===== config.mk =====
export PLATFORM = sky130hd
export DESIGN_NAME = sram_pcm_player_flat
export DESIGN_NICKNAME = d
export VERILOG_FILES = /design/src/rtl/sram_audio_pkg.sv /design/src/rtl/sram_pcm_player_if.sv /design/src/rtl/sram_pcm_player_rate_divider.sv /design/src/rtl/sram_pcm_player.sv /design/src/flat_wrapper.sv
export SDC_FILE = /design/constraint.sdc
export NUM_CORES = 1
export LEC_CHECK = 0
export CORE_MARGIN = 5
export CORE_UTILIZATION = 55
export CTS_CLUSTER_SIZE = 20
export DETAILED_ROUTE_END_ITERATION = 12
export GPL_TIMING_DRIVEN = 0
export MAX_ROUTING_LAYER = met4
export PLACE_DENSITY = 0.84
export SYNTH_ARGS = -nofsm -noshare
export SYNTH_HDL_FRONTEND = slang
export SYNTH_SLANG_ARGS = --single-unit
export TNS_END_PERCENT = 1

===== constraint.sdc =====
create_clock -name Clk -period 3.82 [get_ports Clk]
set_input_delay 0.382 -clock Clk [delete_from_list [all_inputs] [get_ports Clk]]
set_output_delay 0.382 -clock Clk [all_outputs]
set_load 0.005 [all_outputs]

===== src/rtl/sram_audio_pkg.sv =====
// Shared state type and constants for the SRAM PCM player and its rate divider.
package sram_audio_pkg;

    typedef enum logic [1:0] {
        IDLE,
        FETCH,
        WAIT
    } player_state_t;

    localparam int DEF_ADDR_W = 20;
    localparam int DEF_DATA_W = 16;

    localparam int DIV_44K1  = 1134;
    localparam int DIV_22K05 = 2268;

endpackage


===== src/rtl/sram_pcm_player_if.sv =====
// Asynchronous SRAM read bus: the player drives address and controls, the memory returns DQ.
interface sram_pcm_player_if #(
    parameter int ADDR_W = 20,
    parameter int DATA_W = 16
);
    logic [ADDR_W-1:0] sram_addr;
    logic              sram_ce_n;
    logic              sram_oe_n;
    logic              sram_we_n;
    logic              sram_ub_n;
    logic              sram_lb_n;
    logic [DATA_W-1:0] sram_dq;

    modport master (
        output sram_addr,
        output sram_ce_n,
        output sram_oe_n,
        output sram_we_n,
        output sram_ub_n,
        output sram_lb_n,
        input  sram_dq
    );

    modport slave (
        input  sram_addr,
        input  sram_ce_n,
        input  sram_oe_n,
        input  sram_we_n,
        input  sram_ub_n,
        input  sram_lb_n,
        output sram_dq
    );
endinterface


===== src/rtl/sram_pcm_player_rate_divider.sv =====
// Frame-rate counter for the PCM player: counts unpaused busy cycles and ticks once per frame period.
module pcm_rate_divider
    import sram_audio_pkg::*;
#(
    parameter int DIV_W = 16
) (
    input  logic             Clk,
    input  logic             Reset,
    input  logic             clear,
    input  logic             run,
    input  logic [DIV_W-1:0] eff_div,
    output logic             tick
);

    logic [DIV_W-1:0] div_cnt;

    assign tick = run && (div_cnt == eff_div - DIV_W'(1));

    // The wrap to zero on tick keeps frames exactly eff_div cycles apart.
    always_ff @(posedge Clk) begin
        if (Reset) begin
            div_cnt <= '0;
        end else if (clear) begin
            div_cnt <= '0;
        end else if (run) begin
            if (tick) begin
                div_cnt <= '0;
            end else begin
                div_cnt <= div_cnt + DIV_W'(1);
            end
        end
    end

endmodule


===== src/rtl/sram_pcm_player.sv =====
// Streams a windowed PCM clip from asynchronous SRAM to the codec at a programmable frame rate.
// Optional build macro VOLUME_EN adds a volume_shift input applied when a frame is latched.
module sram_pcm_player
    import sram_audio_pkg::*;
#(
    parameter int ADDR_W    = DEF_ADDR_W,
    parameter int DATA_W    = DEF_DATA_W,
    parameter int NUM_CH    = 2,
    parameter int DIV_W     = 16,
    parameter int SRAM_WAIT = 1
) (
    input  logic              Clk,
    input  logic              Reset,
    input  logic              start,
    input  logic              stop,
    input  logic              pause,
    input  logic              loop_en,
    input  logic [ADDR_W-1:0] start_addr,
    input  logic [ADDR_W-1:0] end_addr,
    input  logic [DIV_W-1:0]  rate_div,
`ifdef VOLUME_EN
    input  logic [3:0]        volume_shift,
`endif
    sram_pcm_player_if.master sram,
    output logic [DATA_W-1:0] ldata,
    output logic [DATA_W-1:0] rdata,
    output logic              frame_valid,
    output logic              busy,
    output logic              done
);

    localparam int MIN_DIV = NUM_CH * (SRAM_WAIT + 1) + 2;
    localparam int CH_W    = (NUM_CH > 1) ? $clog2(NUM_CH) : 1;
    localparam int HOLD_W  = (SRAM_WAIT > 0) ? $clog2(SRAM_WAIT + 1) : 1;

    player_state_t     state;
    logic [ADDR_W:0]   ptr;
    logic [ADDR_W-1:0] start_r;
    logic [ADDR_W-1:0] end_r;
    logic [DIV_W-1:0]  eff_div;
    logic [CH_W-1:0]   ch;
    logic [HOLD_W-1:0] hold_cnt;
    logic [DATA_W-1:0] stage [NUM_CH];

    logic start_accept;
    logic past_end;
    logic frame_tick;

    // The extra ptr bit lets an end_addr at the top of memory be passed without wrapping to zero.
    assign past_end     = ptr > {1'b0, end_r};
    assign start_accept = start && (end_addr >= start_addr) && !(stop && state != IDLE);

    assign sram.sram_addr = ptr[ADDR_W-1:0];
    assign sram.sram_ce_n = 1'b0;
    assign sram.sram_oe_n = 1'b0;
    assign sram.sram_we_n = 1'b1;
    assign sram.sram_ub_n = 1'b0;
    assign sram.sram_lb_n = 1'b0;

    pcm_rate_divider #(
        .DIV_W (DIV_W)
    ) u_rate_divider (
        .Clk     (Clk),
        .Reset   (Reset),
        .clear   (start_accept),
        .run     ((state != IDLE) && !pause),
        .eff_div (eff_div),
        .tick    (frame_tick)
    );

    function automatic logic [DATA_W-1:0] scale(input logic [DATA_W-1:0] sample);
`ifdef VOLUME_EN
        return DATA_W'($signed(sample) >>> volume_shift);
`else
        return sample;
`endif
    endfunction

    always_ff @(posedge Clk) begin
        if (Reset) begin
            state       <= IDLE;
            ptr         <= '0;
            start_r     <= '0;
            end_r       <= '0;
            eff_div     <= DIV_W'(MIN_DIV);
            ch          <= '0;
            hold_cnt    <= '0;
            ldata       <= '0;
            rdata       <= '0;
            frame_valid <= 1'b0;
            done        <= 1'b0;
            busy        <= 1'b0;
            for (int i = 0; i < NUM_CH; i++) begin
                stage[i] <= '0;
            end
        end else begin
            frame_valid <= 1'b0;
            done        <= 1'b0;
            if (stop && state != IDLE) begin
                state <= IDLE;
                busy  <= 1'b0;
                ldata <= '0;
                rdata <= '0;
            end else if (start_accept) begin
                start_r  <= start_addr;
                end_r    <= end_addr;
                eff_div  <= (rate_div < DIV_W'(MIN_DIV)) ? DIV_W'(MIN_DIV) : rate_div;
                ptr      <= {1'b0, start_addr};
                ch       <= '0;
                hold_cnt <= '0;
                state    <= FETCH;
                busy     <= 1'b1;
            end else if (!pause) begin
                case (state)
                    IDLE: begin
                    end
                    FETCH: begin
                        // Words beyond the window pad the remainder of a partial frame with silence.
                        if (hold_cnt == HOLD_W'(SRAM_WAIT)) begin
                            hold_cnt  <= '0;
                            stage[ch] <= past_end ? '0 : sram.sram_dq;
                            ptr       <= ptr + (ADDR_W + 1)'(1);
                            if (ch == CH_W'(NUM_CH - 1)) begin
                                state <= WAIT;
                            end else begin
                                ch <= ch + CH_W'(1);
                            end
                        end else begin
                            hold_cnt <= hold_cnt + HOLD_W'(1);
                        end
                    end
                    WAIT: begin
                        if (frame_tick) begin
                            ldata       <= scale(stage[0]);
                            rdata       <= scale(stage[NUM_CH-1]);
                            frame_valid <= 1'b1;
                            ch          <= '0;
                            if (past_end && !loop_en) begin
                                done  <= 1'b1;
                                busy  <= 1'b0;
                                state <= IDLE;
                            end else begin
                                if (past_end) begin
                                    ptr <= {1'b0, start_r};
                                end
                                state <= FETCH;
                            end
                        end
                    end
                    default: begin
                        state <= IDLE;
                        busy  <= 1'b0;
                    end
                endcase
            end
        end
    end

endmodule


===== src/flat_wrapper.sv =====
// flat-port wrapper written by rule: the top's interface ports become plain ports
module sram_pcm_player_flat import sram_audio_pkg::*;
#(
    parameter int ADDR_W    = DEF_ADDR_W,
    parameter int DATA_W    = DEF_DATA_W,
    parameter int NUM_CH    = 2,
    parameter int DIV_W     = 16,
    parameter int SRAM_WAIT = 1
)
  (Clk, Reset, start, stop, pause, loop_en, start_addr, end_addr, rate_div, ldata, rdata, frame_valid, busy, done, sram_sram_addr, sram_sram_ce_n, sram_sram_oe_n, sram_sram_we_n, sram_sram_ub_n, sram_sram_lb_n, sram_sram_dq);
  sram_pcm_player_if #(.ADDR_W(ADDR_W), .DATA_W(DATA_W)) sram_i ();
  input  logic Clk;
  input  logic Reset;
  input  logic start;
  input  logic stop;
  input  logic pause;
  input  logic loop_en;
  input  logic [ADDR_W-1:0] start_addr;
  input  logic [ADDR_W-1:0] end_addr;
  input  logic [DIV_W-1:0] rate_div;
  output logic [DATA_W-1:0] ldata;
  output logic [DATA_W-1:0] rdata;
  output logic frame_valid;
  output logic busy;
  output logic done;
  output wire logic [$bits(sram_i.sram_addr)-1:0] sram_sram_addr;
  output wire logic [$bits(sram_i.sram_ce_n)-1:0] sram_sram_ce_n;
  output wire logic [$bits(sram_i.sram_oe_n)-1:0] sram_sram_oe_n;
  output wire logic [$bits(sram_i.sram_we_n)-1:0] sram_sram_we_n;
  output wire logic [$bits(sram_i.sram_ub_n)-1:0] sram_sram_ub_n;
  output wire logic [$bits(sram_i.sram_lb_n)-1:0] sram_sram_lb_n;
  input wire logic [$bits(sram_i.sram_dq)-1:0] sram_sram_dq;
  assign sram_sram_addr = sram_i.sram_addr;
  assign sram_sram_ce_n = sram_i.sram_ce_n;
  assign sram_sram_oe_n = sram_i.sram_oe_n;
  assign sram_sram_we_n = sram_i.sram_we_n;
  assign sram_sram_ub_n = sram_i.sram_ub_n;
  assign sram_sram_lb_n = sram_i.sram_lb_n;
  assign sram_i.sram_dq = sram_sram_dq;
  sram_pcm_player #(.ADDR_W(ADDR_W), .DATA_W(DATA_W), .NUM_CH(NUM_CH), .DIV_W(DIV_W), .SRAM_WAIT(SRAM_WAIT)) u_core (.Clk(Clk), .Reset(Reset), .start(start), .stop(stop), .pause(pause), .loop_en(loop_en), .start_addr(start_addr), .end_addr(end_addr), .rate_div(rate_div), .sram(sram_i), .ldata(ldata), .rdata(rdata), .frame_valid(frame_valid), .busy(busy), .done(done));
endmodule

=== Word level (Yosys, flattened, before mapping) ===
Memories as Yosys holds them, arrays and structs flattened. A register that Yosys moved wholly into a read port is not among the register bits.
Index checks and enable logic that the tools add are counted.

* Bits in registers: 100
* Bits in latches: 0
* RAM bits: 32
* Bits in read-only memories: 0
* Bits of input ports: 78
* Output and inout port bits: 60
* Word-level logic and storage cells: 116
* Memories: 1

{| class="wikitable"
|+ Memories
! name !! words !! bits a word !! rd ports !! clocked after Yosys merged registers in !! write ports !! RTL line !! text
|-
| u_core.stage || 2 || 16 || 2 || 2 || 2 || sram_pcm_player.sv:43 || <nowiki>logic [DATA_W-1:0] stage [NUM_CH];</nowiki>
|}

* $add $sub $neg: 5
* $mul: 0
* Divide/modulo/power cells: 0
* Order comparisons: 3
* Eq/ne operators: 15
* Shifts and indexed selects: 0
* Multiplexer cells: 46
* Bitwise gates (word level): 6
* Reduce and logical (&&, ||, !) cells: 28

{| class="wikitable"
|+ Operator list
! operator !! count
|-
| two-way mux 21 bit || 6
|-
| two-way mux 16 bit || 4
|-
| case mux 21 bit (2 select lines) || 1
|-
| two-way mux 1 bit || 29
|-
| adder 21 x 1 -> 21 bit (second input constant) || 1
|-
| > comparator 21 x 20 -> 1 bit || 1
|-
| >= comparator 20 bit || 1
|-
| adder 16 x 1 -> 16 bit (second input constant) || 1
|-
| equality test 16 bit || 1
|-
| less-than comparator 16 x 3 -> 1 bit (second input constant) || 1
|-
| OR reduction 16 bit || 1
|-
| subtractor 16 x 1 -> 16 bit (second input constant) || 1
|-
| != test 3 x 1 -> 1 bit (second input constant) || 5
|-
| AND reduction 5 bit || 3
|-
| != test 2 x 1 -> 1 bit (second input constant) || 6
|-
| AND reduction 4 bit || 2
|-
| AND reduction 7 bit || 1
|-
| logical AND 1 bit || 6
|-
| two-way mux 2 bit || 3
|-
| NOT 1 bit || 6
|-
| case mux 2 bit (3 select lines) || 1
|-
| OR reduction 2 bit || 3
|-
| OR reduction 6 bit || 1
|-
| OR reduction 5 bit || 1
|-
| other kinds (12) || 17
|}

=== Logic depth before layout (Yosys ltp) ===
Gate-level depths: netlist of run 1.

* Depth in word-level cells: 10
* Depth in mapped cells: 11
* Mapped depth without buffers: 9

=== By module ===
From an unflattened synthesis of run 1, not the netlist that was laid out.

* Cells, all modules: 995
* Area total of the unflattened synthesis: 8675.8 µm²

{| class="wikitable"
|+ By module, submodules not included
! module !! times used !! cells each !! area an instance (µm²) !! sequential area each (µm²)
|-
| sram_pcm_player || 1 || 843 || 7443.4 || 3283.1
|-
| pcm_rate_divider || 1 || 152 || 1232.4 || 320.3
|}

=== Worst setup path before layout of run 1 ===
No wires, ideal clock.

* Kind: input -> register
* Start point: input port end_addr[0]
* End point: memory u_core.stage[0][0] (enable)
* Arrival: 3.140 ns
* Slack: 0.265 ns
* Stages on the path: 8
* Path buffers: 0
* Path through: inv_1 ha_1 nand2b_1 a2111oi_0 o31ai_1 a211oi_1 o21ai_1 o31ai_1

{| class="wikitable"
|+ RTL lines
! item !! RTL line !! text
|-
| start, declared || flat_wrapper.sv:19 || <nowiki>input logic [ADDR_W-1:0] end_addr;</nowiki>
|-
| end, declared || sram_pcm_player.sv:43 ||
|}

=== Worst setup path in the final report of run 1 ===
* Start point: register u_core.ptr[19]
* End point: register u_core.ptr[1]

* Longest elaborated chain between the ends: 4
* Elaborated cells between the ends (all ways): 5
* Classes of those cells: order compare: 1; eq/ne: 2; reduce/logical: 2

{| class="wikitable"
|+ Ends and longest elaborated chain
! item !! RTL line !! text
|-
| start, declared || sram_pcm_player.sv:37 || <nowiki>logic [ADDR_W:0] ptr;</nowiki>
|-
| start signal, assigned || sram_pcm_player.sv:108 || <nowiki>ptr <= {1'b0, start_addr};</nowiki>
|-
| start signal, assigned || sram_pcm_player.sv:122 || <nowiki>ptr <= ptr + (ADDR_W + 1)'(1);</nowiki>
|-
| start signal, assigned || sram_pcm_player.sv:144 || <nowiki>ptr <= {1'b0, start_r};</nowiki>
|-
| > comparator 21 x 20 -> 1 bit (*) || sram_pcm_player.sv:50 || <nowiki>assign past_end = ptr > {1'b0, end_r};</nowiki>
|-
| logical AND 1 bit || sram_pcm_player.sv:138 || <nowiki>if (past_end && !loop_en) begin</nowiki>
|-
| != test 3 x 2 -> 1 bit (no source line) || -- ||
|-
| AND reduction 7 bit (no source line) (*) || -- ||
|}

Every way passes the cells marked *; elsewhere a longest branch is shown, timed or not.
A chain may end at the register's enable or synchronous reset.

==> impl_metrics.tcl, run 1 <==
set metrics [dict create \
    area_growth_pct 25.4 \
    critPathLaunchType "flip-flop" \
    hp-class "flip-flop to flip-flop" \
    placement_rows 46 \
    reg2reg_to "u_core.ptr[1]" \
    cp_top_family "compound AO/OA/AOI/OAI gates" \
    drv_slew 0 \
    cts_resized 0 \
    io_pins 138 \
    start_util_pct 56.2 \
    dp_cells 1376 \
    fin_nets 1304 \
    power_density_nw_per_um2 405 \
    final_cell_mix "dfxtp_1, clkdlybuf4s50_1, nand2_1, a21oi_1, inv_1" \
    max_freq_mhz 271 \
    cp_cell_sequence "ha_1 > a211oi_1 > nand2_1 > a211oi_1 > nand4_1 > and2_0 > clkbuf_1 > clkbuf_1 > a31oi_1 > mux2i_1" \
    floorplan.die_area_um2 18900 \
    routed_wl_um 27700 \
    utilization_pct 70.5 \
    multi_input_area_um2 4720 \
    fillers 1263 \
    crit_required_ns 4.18 \
    drt-initial-drc-count 1138 \
    setup_viol 0 \
    cp-end-kind "flip-flop" \
    tightest_slew_ns 0.888 \
    ys.flop_type "dfxtp_1" \
    dr.pass1.iters 6 \
    hp-start "u_core.end_r[19]" \
    seqCellArea_um2 3600 \
    grt_first_pass_wirelength_um 43500 \
    hold_end "u_core.end_r[19]" \
    wl_per_cell_um 19.6 \
    path_max_fanout 10 \
    synth_area_um2 8930 \
    max_stage_delay_ns 0.59 \
    core_area_um2 15900 \
    synth_edf_count 32 \
    cts_buffer_depth 2 \
    routed_via_density 6.17 \
    grt_max_degree 20 \
    peakVddDrop_uv 327 \
    slowest_stage "a211oi_1" \
    finalHoldViolCount 0 \
    drc 0 \
    cts_made_buffers 17 \
    htree_levels 4 \
    hold_depth 2 \
    antenna_found_initial 1 \
    dieWidth_um 137 \
    avgSynthCellArea_um2 8.72 \
    path_buf_inv 2 \
    clkTransAtPathRegs_ns 0.07 \
    setup.worst_path.class "flip-flop to flip-flop" \
    reg2reg_depth 10 \
    place_area_um2 10600 \
    synth_seq_cells 164 \
    insertion_delay_ns 0.45 \
    drive_gt1_share_pct 7.05 \
    grt_pass1_vias 8373 \
    postSynthCellCount 1024 \
    die_h_um 137 \
    synth.yosys.seq_area_share_pct 40.3 \
    maxCapViolations 0 \
    gp_congestion 0.976 \
    regToRegSetupSlack_ns 0.13 \
    route.antenna.remaining_nets 0 \
    dpl_worst_slack_ns -0.434 \
    final_area_um2 11200 \
    clock_skew_ns 0.0130 \
    yosysWarnings 0 \
    final_common_cell "dfxtp_1" \
    clkSinkCount 164 \
    layout_min_cycle_time_ns 3.69 \
    cts-hold-fix-buffers 0 \
    r2r_start "u_core.ptr[19]" \
    slew_headroom_pct 40.4 \
    period_share_pct 96.6 \
    root_buffer "clkbuf_16" \
    fin_cells 1409 \
    track_usage_pct 30.4 \
    postSynth.asyncResetShare_pct 0 \
    timing.final.ws_setup_ns 0.128 \
    post-cts-setup-buffer-count 0 \
    gr-total-overflow 0 \
    netlist.area_leader.share_pct 29.6 \
    arrival_ns 4.05 \
    synth_top_cell_by_area "dfxtp_1" \
    vias 8688 \
    outcome "finished clean" \
    place_hpwl_um 20000 \
    cts_tree "yes" \
    portBuffers 131 \
    ys_top_cells_by_area "dfxtp_1, edfxtp_1, ha_1" \
    synthDistinctLibCells 66 \
    rsz0062_at_grt "yes" \
    p_leak_nw 3.98 \
]
## metal layers
metal | up-vias | part of all wire [%] | GRT usage (%)
met1 | 4057 | 41 | 40.3
met5 | - | 0 | -
li1 | 4027 | - | -
met4 | 0 | 2.5 | 9.04
met2 | 525 | 45 | 46.2
met3 | 79 | 11 | 7.45
## report_power, final
part	switching [mW]	internal (mW)	total, mW
logic	0.518	0.360	0.878
clock network	0.863	0.886	1.75
registers	0.0800	1.83	1.91
## state kept, by name, summed over array words and instances (netlist names)
| signal | cells |
|---|---|
| u_core.eff_div | 16 |
| u_core.u_rate_divider.div_cnt | 16 |
| u_core.state | 2 |
| u_core.busy | 1 |
| u_core.end_r | 20 |
| u_core.ch | 1 |
| u_core.stage | 32 |
| u_core.start_r | 20 |
| u_core.hold_cnt | 1 |
| u_core.frame_valid | 1 |
| ldata | 16 |
| rdata | 16 |
| u_core.ptr | 21 |
| u_core.done | 1 |
## how the worst max path moves through the flow
stage	from	end	cells past startpoint
global placement	end_addr[0]	u_core.stage[1][5]	9
global route	start_addr[14]	ldata[8]	12
floorplan	end_addr[0]	u_core.stage[0][0]	8
finish	u_core.ptr[19]	u_core.ptr[1]	10
CTS	start_addr[7]	u_core.start_r[12]	10
detailed placement	start_addr[7]	u_core.start_r[12]	10
## cells by family after synthesis
group	after synthesis	share of synthesized area (%)
other	2	0.0841
and+or+nand+nor	331	19.2
DFF	164	40.3
xor gates and xnor gates	48	4.71
buffers and inverters	149	7.38
muxes	6	0.672
adders and majority gates	47	6.58
AOI/OAI and AO/OA	277	21.0
## synthesized netlist by cell type, types with 28 or more instances
library cell and instances:
clkbuf_1 55, a22o_1 31, dfxtp_1 132, nand3_1 28, nor2_1 41, ha_1 47, edfxtp_1 32, nand4_1 47
nand2_1 97, o31ai_1 37, inv_1 58, and2_1 32, a21oi_1 97
## per-stage QoR
| stage | hold slack [ns] | power (mW) | TNS [ns] |
|---|---|---|---|
| 6_report | 0.457 | 4.53 | 0 |
| 4_1_cts | 0.458 | 4.49 | 0 |
| 2_1_floorplan | 0.431 | 2.43 | 0 |
| 3_5_place_dp | 0.446 | 2.77 | -27.98 |
| 5_1_grt | 0.478 | 4.70 | -1.84 |
| 3_3_place_gp | 0.443 | 2.75 | -61.18 |
## cell type report
type	instances	area share (%)
inverters	58	1.94
well taps	216	2.41
clock inverters	15	1.64
repair buffers	133	11.9
plain buffers	91	3.98
clock buffers	17	3.80
flip-flops and latches	164	32.2
diodes	1	0.0223
multi-input cells	714	42.2
## worst reg2reg max path, delay by kind of cell, from the launching register on
kind / cells / cell delay, ns
AND/OR/NAND/NOR: 3 / 0.80
AO/OA/AOI/OAI: 3 / 1.33
buffers and inverters: 2 / 0.50
adder cells (fa/ha/maj): 1 / 0.30
flip-flops: 1 / 0.43
multiplexers: 1 / 0.25
Power figures use the tool's default switching activity.
==> run 2, diff against run 1 <==
==> constraint.sdc (replaced) <==
create_clock -name Clk -period 3.82 [get_ports Clk]
set_input_delay 0.573 -clock Clk [delete_from_list [all_inputs] [get_ports Clk]]
set_output_delay 0.573 -clock Clk [all_outputs]
set_load 0.005 [all_outputs]
==> run 2 against run 1 <==
Net effect: die area unchanged; highest routed layer unchanged; global-route usage about the same; critical path depth rose by 1; combinational power up 1%; sequential power hardly changed; critical endpoint is now u_core.ptr[9]; power rose by 0.21%; largest cell class unchanged; sequential share of layout area fell by 0.14 points.
==> impl_metrics.tcl, run 2 (synthesis results as in run 1) <==
set metrics [dict create \
    insertion_delay_ns 0.45 \
    busiest_layer "met2" \
    crit_required_ns 4.16 \
    slew_headroom_pct 38.8 \
    core_area_um2 15900 \
    routed_wl_um 27600 \
    vias 8673 \
    arrival_ns 4.09 \
    hp-class "flip-flop to flip-flop" \
    peakVddDrop_uv 336 \
    cts_tree "yes" \
    grt_first_pass_wirelength_um 43500 \
    start_util_pct 56.2 \
    portBuffers 131 \
    reg.largest.list "u_core.stage (32), u_core.ptr (21)" \
    final_common_cell "dfxtp_1" \
    path_max_fanout 10 \
    fin_nets 1304 \
    cp-end-kind "flip-flop" \
    htree_levels 4 \
    cts-hold-fix-buffers 0 \
    reg2reg_depth 8 \
    regMostFlops "u_core.stage" \
    outcome "finished clean" \
    use_met1_pct 40.4 \
    gr-total-overflow 0 \
    regToRegSetupSlack_ns 0.23 \
    max_freq_mhz 266 \
    timing.final.ws_setup_ns 0.0656 \
    wl_per_cell_um 19.6 \
    setup_viol 0 \
    antenna_found_initial 1 \
    drive_gt1_share_pct 7.47 \
    drt-initial-drc-count 1092 \
    grt_max_degree 20 \
    placement_rows 46 \
    cts_buffer_depth 2 \
    clkSinkCount 164 \
    clock_skew_ns 0.0146 \
    io_pins 138 \
    drv_slew 0 \
    critPathLaunchType "input port" \
    largest_register_ffs 32 \
    rsz0062_at_grt "yes" \
    track_usage_pct 30.4 \
    power_density_nw_per_um2 404 \
    die_h_um 137 \
    r2r_start "u_core.eff_div[3]" \
    setup_tns_ns 0 \
    final_cell_mix "dfxtp_1, clkdlybuf4s50_1, nand2_1, a21oi_1, inv_1" \
    setup.worst_path.class "input port to flip-flop" \
    tightest_slew_ns 0.909 \
    routed_via_density 6.16 \
    floorplan.die_area_um2 18900 \
    finalHoldViolCount 0 \
    dieWidth_um 137 \
    layout_min_cycle_time_ns 3.75 \
    dpl_worst_slack_ns -0.625 \
    hp-start "u_core.end_r[19]" \
    root_buffer "clkbuf_16" \
    dr.pass1.iters 8 \
    grt_pass1_vias 8377 \
    route.antenna.remaining_nets 0 \
    drc 0 \
    hold_end "u_core.end_r[19]" \
    gp_congestion 0.976 \
    reg2reg_to "u_core.ptr[9]" \
    grtUsageMet3_pct 7.45 \
    whs_ns 0.456 \
    period_share_pct 98.3 \
    place_hpwl_um 20000 \
    grt_use_met2_pct 46.1 \
    area_growth_pct 26.0 \
    clkTransAtPathRegs_ns 0.07 \
    hold_depth 2 \
    maxCapViolations 0 \
    p_leak_nw 4.00 \
    cts_made_buffers 17 \
]
==> run 2: metal layers <==
layer	part of all wire, %	vias to the layer above	wire (um)
met5	0	-	0
met2	45	517	12500
met1	42	4064	11600
met3	10	62	2900
met4	2.1	0	585
li1	-	4030	-
==> run 2: worst max path at each step <==
stage                       start            endpoint  slack [ns]  cells after the start
global placement      end_addr[0]  u_core.stage[1][5]       -1.35                      9
floorplan             end_addr[0]  u_core.stage[0][0]        0.07                      8
detailed placement  start_addr[7]  u_core.start_r[12]       -0.63                     10
global route          end_addr[0]           ldata[12]       -0.06                     12
CTS                   end_addr[0]           ldata[14]       -0.03                     12
finish                end_addr[0]       u_core.ptr[9]        0.07                     11
==> run 2: power breakdown <==
| part | switching, mW | leakage (nW) | internal, mW | total, mW |
|---|---|---|---|---|
| logic | 0.524 | 2.31 | 0.364 | 0.888 |
| registers | 0.0808 | 1.40 | 1.83 | 1.91 |
| clock network | 0.861 | 0.289 | 0.886 | 1.75 |
| total | 1.47 | 4.00 | 3.08 | 4.54 |
==> run 2: per-stage QoR <==
| step | util, % | power, mW | instance area (um2) | instances |
|---|---|---|---|---|
| final | 70.8 | 4.54 | 11300 | 1409 |
| after global routing | 70.8 | 4.72 | 11300 | 1409 |
| after CTS | 70.4 | 4.50 | 11200 | 1408 |
| after detailed placement | 66.4 | 2.77 | 10600 | 1376 |
| after global placement | 66.2 | 2.75 | 10500 | 1374 |
| after floorplan | - | 2.43 | 8940 | 1027 |
==> run 2: repair_timing <==
action | CTS | global route
setup endpoints to repair | 53 | 150
setup buffers | 0 | 0
resized for setup | 4 | 18
==> run 2: critical path: stages <==
cell             delay (ns)
clkdlybuf4s50_1        0.54
inv_1                  0.06
ha_1                   0.26
nand2b_1               0.09
a2111oi_0              0.09
o31ai_1                0.60
a211oi_2               0.22
o21ai_1                0.76
clkbuf_1               0.50
a311oi_1               0.10
a211oi_1               0.29
==> run 2: area by class of cell <==
class | count | area [um2]
fill | 1254 | 4630
multi-input combinational | 714 | 4770
buffer | 91 | 448
clock buffer | 17 | 425
clock inverter | 15 | 184
antenna | 1 | 2.50
timing repair buffer | 133 | 1330
inverter | 58 | 218
sequential | 164 | 3600
tap | 216 | 270
